`src/rtl/img1bit_pkg.sv`:
```
// Shared constants and FSM encoding for the 1-bit morphological pipeline.
package img1bit_pkg;

  typedef enum logic [1:0] {
    WAIT_FRAME = 2'd0,
    IN_FRAME   = 2'd1,
    REPORT     = 2'd2
  } bbox_state_e;

  localparam int IMG_W_DEF = 640;
  localparam int IMG_H_DEF = 480;
  localparam int CW_DEF    = 11;

endpackage

```
`src/rtl/sync_edge_det.sv`:
```
// Registers a 1-bit level and emits single-cycle rise/fall pulses.
module sync_edge_det (
  input  logic sys_clk,
  input  logic sys_rst_n,
  input  logic sig,
  output logic rise,
  output logic fall
);

  logic sig_d;
  logic primed;

  always_ff @(posedge sys_clk or negedge sys_rst_n) begin
    if (!sys_rst_n) begin
      sig_d  <= 1'b0;
      primed <= 1'b0;
    end else begin
      sig_d  <= sig;
      primed <= 1'b1;
    end
  end

  // No edges in the first cycle after reset, so a level that was already
  // high when reset released is not mistaken for a fresh rise.
  assign rise = primed & sig & ~sig_d;
  assign fall = primed & ~sig & sig_d;

endmodule

```
`src/rtl/img1bit_bbox_detect.sv`:
```
// Per-frame foreground bounding box and pixel count for the 1-bit stream.
// Optional macro BBOX_MIN_PIXELS_EN gates obj_found on a MIN_PIXELS threshold.
module img1bit_bbox_detect
  import img1bit_pkg::*;
#(
  parameter int IMG_W      = IMG_W_DEF,
  parameter int IMG_H      = IMG_H_DEF,
  parameter int CW         = CW_DEF,
  parameter int PW         = 20,
  parameter int MIN_PIXELS = 16
) (
  input  logic          sys_clk,
  input  logic          sys_rst_n,
  input  logic          wr_en,
  input  logic          img_1bit_in,
  input  logic          pre_href,
  input  logic          pre_vsync,
  output logic [CW-1:0] box_x_min,
  output logic [CW-1:0] box_x_max,
  output logic [CW-1:0] box_y_min,
  output logic [CW-1:0] box_y_max,
  output logic [PW-1:0] pix_cnt,
  output logic          obj_found,
  output logic          box_valid
);

  localparam logic [CW-1:0] X_LIM   = CW'(IMG_W);
  localparam logic [CW-1:0] Y_LIM   = CW'(IMG_H);
  localparam logic [PW-1:0] CNT_MAX = '1;

  logic vs_rise, vs_fall, hs_rise, hs_fall;

  sync_edge_det u_vs_edge (
    .sys_clk  (sys_clk),
    .sys_rst_n(sys_rst_n),
    .sig      (pre_vsync),
    .rise     (vs_rise),
    .fall     (vs_fall)
  );

  sync_edge_det u_hs_edge (
    .sys_clk  (sys_clk),
    .sys_rst_n(sys_rst_n),
    .sig      (pre_href),
    .rise     (hs_rise),
    .fall     (hs_fall)
  );

  bbox_state_e   state;
  logic [CW-1:0] x_cnt, y_cnt;
  logic [CW-1:0] xmin, xmax, ymin, ymax;
  logic [PW-1:0] cnt;
  logic          any;
  logic [CW-1:0] x_cur;
  logic          x_in, fg, obj;

  // Line start re-aligns the column, so a stray pixel before the line
  // cannot skew the first real column.
  assign x_cur = hs_rise ? '0 : x_cnt;
  assign x_in  = (x_cur < X_LIM);
  assign fg    = wr_en & img_1bit_in & x_in & (y_cnt < Y_LIM);

`ifdef BBOX_MIN_PIXELS_EN
  assign obj = any & (cnt >= PW'(MIN_PIXELS));
`else
  assign obj = any;
`endif

  always_ff @(posedge sys_clk or negedge sys_rst_n) begin
    if (!sys_rst_n) begin
      state     <= WAIT_FRAME;
      x_cnt     <= '0;
      y_cnt     <= '0;
      xmin      <= '1;
      ymin      <= '1;
      xmax      <= '0;
      ymax      <= '0;
      cnt       <= '0;
      any       <= 1'b0;
      box_x_min <= '0;
      box_x_max <= '0;
      box_y_min <= '0;
      box_y_max <= '0;
      pix_cnt   <= '0;
      obj_found <= 1'b0;
      box_valid <= 1'b0;
    end else begin
      box_valid <= 1'b0;
      case (state)
        WAIT_FRAME: begin
          if (vs_rise) begin
            state <= IN_FRAME;
            x_cnt <= '0;
            y_cnt <= '0;
            xmin  <= '1;
            ymin  <= '1;
            xmax  <= '0;
            ymax  <= '0;
            cnt   <= '0;
            any   <= 1'b0;
          end
        end
        IN_FRAME: begin
          if (vs_fall) begin
            // Outputs land here so they are visible during the REPORT cycle.
            state     <= REPORT;
            box_x_min <= obj ? xmin : '0;
            box_x_max <= obj ? xmax : '0;
            box_y_min <= obj ? ymin : '0;
            box_y_max <= obj ? ymax : '0;
            pix_cnt   <= cnt;
            obj_found <= obj;
            box_valid <= 1'b1;
          end else begin
            if (fg) begin
              if (x_cur < xmin) xmin <= x_cur;
              if (x_cur > xmax) xmax <= x_cur;
              if (y_cnt < ymin) ymin <= y_cnt;
              if (y_cnt > ymax) ymax <= y_cnt;
              if (cnt != CNT_MAX) cnt <= cnt + 1'b1;
              any <= 1'b1;
            end
            if (hs_fall) begin
              x_cnt <= '0;
              if (y_cnt < Y_LIM) y_cnt <= y_cnt + 1'b1;
            end else if (wr_en && x_in) begin
              x_cnt <= x_cur + 1'b1;
            end else begin
              x_cnt <= x_cur;
            end
          end
        end
        REPORT:  state <= WAIT_FRAME;
        default: state <= WAIT_FRAME;
      endcase
    end
  end

endmodule

```
`config.mk`:
```
export PLATFORM = sky130hd
export DESIGN_NAME = img1bit_bbox_detect
export DESIGN_NICKNAME = d
export VERILOG_FILES = /design/src/rtl/img1bit_pkg.sv /design/src/rtl/sync_edge_det.sv /design/src/rtl/img1bit_bbox_detect.sv
export SDC_FILE = /design/constraint.sdc
export NUM_CORES = 1
export LEC_CHECK = 0
export ABC_AREA = 1
export BUFFER_PORTS_ARGS = -buffer_cell sky130_fd_sc_hd__buf_2
export CORE_ASPECT_RATIO = 1.75
export CORE_MARGIN = 1.5
export CORE_UTILIZATION = 54
export CTS_CLUSTER_SIZE = 16
export DETAILED_ROUTE_END_ITERATION = 7
export PLACE_DENSITY = 0.77
export SYNTH_ARGS = -nofsm -noshare
export SYNTH_HDL_FRONTEND = slang
export SYNTH_SLANG_ARGS = --single-unit
```
`constraint.sdc`:
```
create_clock -name sys_clk -period 2.6 [get_ports sys_clk]
set_clock_uncertainty 0.1 [all_clocks]
set_input_delay 0 -clock sys_clk [delete_from_list [all_inputs] [get_ports sys_clk]]
set_output_delay 0 -clock sys_clk [all_outputs]
set_load 0.02 [all_outputs]
```
==> impl_metrics.json <==
{
  "timing.max_slew.rel_slack_pct": 50.3,
  "required_time_reported_for_the_critical_path_endpoint_ns": 2.86,
  "internal-power_mw": 5.49,
  "final_worst_slack_ns": 0.193,
  "vias_in_the_first_global_route": 6998,
  "fillCellCount": 1321,
  "cp.arrival_ns": 2.67,
  "critical-path-top-cell-by-count": "nand2_1",
  "ys.warnings.count": 0,
  "critPathKind": "flip-flop to flip-flop",
  "drt.antenna.violating_nets": 0,
  "cts_tree": "built",
  "achievable-frequency_ghz": 0.415,
  "synth_async_sr_flop_share_pct": 100,
  "start_util_pct": 55.0,
  "num_rows": 60,
  "library_cell_occupying_the_most_area_in_the_post_synthesis_netlist": "dfrtp_1",
  "synth_sequential_area_ratio_pct": 47.5,
  "place.port_buffers": 71,
  "grt_antenna_before_repair": 0,
  "synth.cells.most_frequent": "nand2_1, dfrtp_1, inv_1, nand3_1, o21ai_0",
  "final_area_sq_um": 9700,
  "grt_setup_unrepaired": "false",
  "grt.total_usage_pct": 26.4,
  "worst_setup_hold_path_clk_slew_ns": 0.06,
  "grt_start_max_net_pins": 62,
  "run_status": "complete, no violations",
  "setup_repair_bufs_after_cts": 0,
  "diodes": 0,
  "timing.critical_path.fanout_max": 11,
  "clock_buffer_count_from_cts": 17,
  "htree_levels": 4,
  "synth.top_cell.area_share_pct": 40.6,
  "cells_after_synthesis": 1015,
  "detail_route.vias_per_cell": 5.46,
  "min_cycle_time_layout_ns": 2.41,
  "drcViolationCount": 0,
  "dieArea_sq_um": 16300,
  "drt_iter0_drc": 461,
  "detailed_place_hpwl_um": 14800,
  "timing.reg2reg.setup_slack_ns": 0.19,
  "dominant_combinational_cell_family_by_area_after_synthesis": "simple AND/OR/NAND/NOR gates",
  "worst-r2r-cell-count": 13,
  "max_stage_delay_ns": 0.35,
  "worstHoldPathType": "primary input to async pin",
  "final.setup.tns_ns": 0,
  "placedInstanceArea_sq_um": 9060,
  "synthFlopType": "dfrtp_1",
  "yosys.area_share.xor_xnor_pct": 2.40,
  "actual_transition_at_the_worst_max_transition_pin_ns": 0.744,
  "powerDensity_nw_per_um2": 904,
  "final_hold_viol_count": 0,
  "wire_per_inst_um": 15.5,
  "instances_no_fill": 1305,
  "synth_cell_types": 43,
  "capturing_point_of_the_worst_reg2reg_path": "xmin[9]$_DFFE_PN1P_",
  "final_core_utilization_pct": 63.6,
  "synth-edff-count": 0,
  "drive_above_1_share_pct": 20.2,
  "critPathCaptureType": "flip-flop",
  "post-place-ws_ns": -0.0180,
  "floorplan.die.width_um": 97.2,
  "mappedNetlistNets": 1062,
  "p_sw_mw": 3.28,
  "maxCapViolCount": 0,
  "ys_ff_latch": 158,
  "synthAdderAreaFrac_pct": 6.12,
  "mappedNetlistArea_sq_um": 8380,
  "worstSetupStartpointType": "flip-flop",
  "top_level_ports": 72,
  "final_net_count": 1153,
  "clkSinkCount": 158,
  "clk_path_buf_depth": 2,
  "synth_top_area_cells": "dfrtp_1, nand2_1, dfstp_2, ha_1, inv_1",
  "dpl.cell_count": 1270,
  "final-max-slew-violation-count": 0,
  "worst_hold_slack_ns": 0.0218,
  "p_r_area_growth_vs_syn_pct": 15.8,
  "power.combinational.fraction_pct": 31.9,
  "ir_drop_uv": 491,
  "worstPathCellList": "inv_1 > nand3_4 > inv_1 > nor2_1 > buf_4 > ha_1 > nand2_1 > or2_2 > nand2_1 > nor2_2 > nand2_2 > nand3_1 > nand2_1",
  "clock_power_share_pct": 28.2,
  "core_area_sq_um": 15200,
  "sw_frac_of_total_pct": 37.4,
  "drtPass1Iterations": 5,
  "gr-total-overflow": 0,
  "total_power_consumption_of_the_routed_design_mw": 8.77,
  "totalWireLength_um": 20300,
  "clock_insertion_delay_worst_skew_ns": 0.43,
  "final_min_period_over_clock_period_pct": 92.6,
  "gpl.final_weighted_congestion": 1.01,
  "startpoint_of_the_most_critical_register_to_register_path": "u_hs_edge.sig_d$_DFF_PN0_",
  "synth.avg_cell_area_sq_um": 8.25,
  "synthMostInstantiatedCell": "nand2_1",
  "critPathSlowestCell": "dfrtp_1",
  "power.static_leakage_nw": 5.03,
  "basic_gate_share_of_the_synthesized_area_counting_and_or_nand_and_nor_cells_pct": 27.1,
  "first_pass_grt_wire_length_um": 34300,
  "final-setup-viol-count": 0,
  "seq_power_share_pct": 39.9,
  "synth.area.mux_share_pct": 0,
  "clock_tree.root_cell": "clkbuf_16",
  "die_height_um": 168,
  "synth-compound-area-share_pct": 8.90,
  "route.vias.total": 7122
}
registers in the layout, summed over array words and instances, names as in the netlist, 11 cells and up:
signal and cells:
box_x_max 11, ymin 11, ymax 11, cnt 20
y_cnt 11, x_cnt 11, box_y_max 11, xmin 11
xmax 11, box_y_min 11, pix_cnt 20, box_x_min 11
layout by cell type, fill, tap and decap left out, types with 9 or more instances in the layout:
cell type | Yosys | layout
nand2_1 | 284 | 281
dfrtp_1 | 136 | 136
inv_1 | 114 | 114
nand3_1 | 81 | 81
buf_2 | 8 | 70
o21ai_0 | 65 | 65
nor2_1 | 51 | 50
ha_1 | 41 | 41
buf_4 | 1 | 35
xor2_1 | 23 | 23
dfstp_2 | 22 | 22
o21ai_1 | 20 | 20
nand4_1 | 20 | 20
a21oi_1 | 19 | 19
clkbuf_16 | 0 | 17
nand2_2 | 13 | 16
nor3_1 | 16 | 16
o21ai_2 | 11 | 11
inv_2 | 9 | 9
nand3_2 | 10 | 9
power by group through the flow:
stage | clock (mW) | combinational, mW | sequential [mW]
after floorplan | 0 | 1.60 | 3.79
after global placement | 0 | 2.70 | 3.51
after detailed placement | 0 | 2.75 | 3.53
after CTS | 2.51 | 2.79 | 3.49
after global routing | 2.63 | 3.14 | 3.56
final | 2.48 | 2.80 | 3.50
worst max path at each step:
stage / startpoint / to / slack [ns] / cells after the start
after global placement: u_hs_edge.sig_d$_DFF_PN0_ / xmax[5]$_DFFE_PN0P_ / 0.05 / 13
final: u_hs_edge.sig_d$_DFF_PN0_ / xmin[9]$_DFFE_PN1P_ / 0.19 / 13
after global routing: u_hs_edge.sig_d$_DFF_PN0_ / xmax[1]$_DFFE_PN0P_ / 0.03 / 16
after floorplan: u_hs_edge.sig_d$_DFF_PN0_ / xmax[0]$_DFFE_PN0P_ / 0.40 / 17
after CTS: u_hs_edge.sig_d$_DFF_PN0_ / xmax[2]$_DFFE_PN0P_ / 0.08 / 13
after detailed placement: u_hs_edge.sig_d$_DFF_PN0_ / xmax[2]$_DFFE_PN0P_ / -0.02 / 13
worst max-delay path, delay by kind of cell, from the launching register on:
family,cells,cell delay [ns]
adders and majority gates,1,0.29
and+or+nand+nor,9,1.22
DFF,1,0.35
buffers and inverters,3,0.38
routing by layer:
layer  global-route usage (%)  routed length [um]
met5                        0                   0
met1                     32.0                8380
met3                     4.63                 842
met4                     14.0                 982
met2                     44.6               10100
repair_timing:
action                                  4_1_cts  5_1_grt
endpoints found under the setup margin       11       25
gates resized for setup                       2        4
endpoints found under the hold margin       131        0
hold buffers                                  3        0
cell families (layout without fill, tap and decap cells):
logic type,after synthesis,after routing
AND/OR/NAND/NOR,500,500
buffers and inverters,162,266
AO/OA/AOI/OAI,130,130
adder cells (fa/ha/maj),41,41
other,1,1
XOR/XNOR,23,23
flip-flops,158,158
final cells by class:
class                      instances  area (sq um)  area share (%)
clock inverter                    14           158            1.63
clock buffer                      18           429            4.42
multi-input combinational        695          3760            38.7
sequential                       158          3980            41.0
inverter                         124           467            4.81
tap                              186           233            2.40
timing repair buffer             110           674            6.95
No activity file was read; power rests on OpenSTA's default activity.
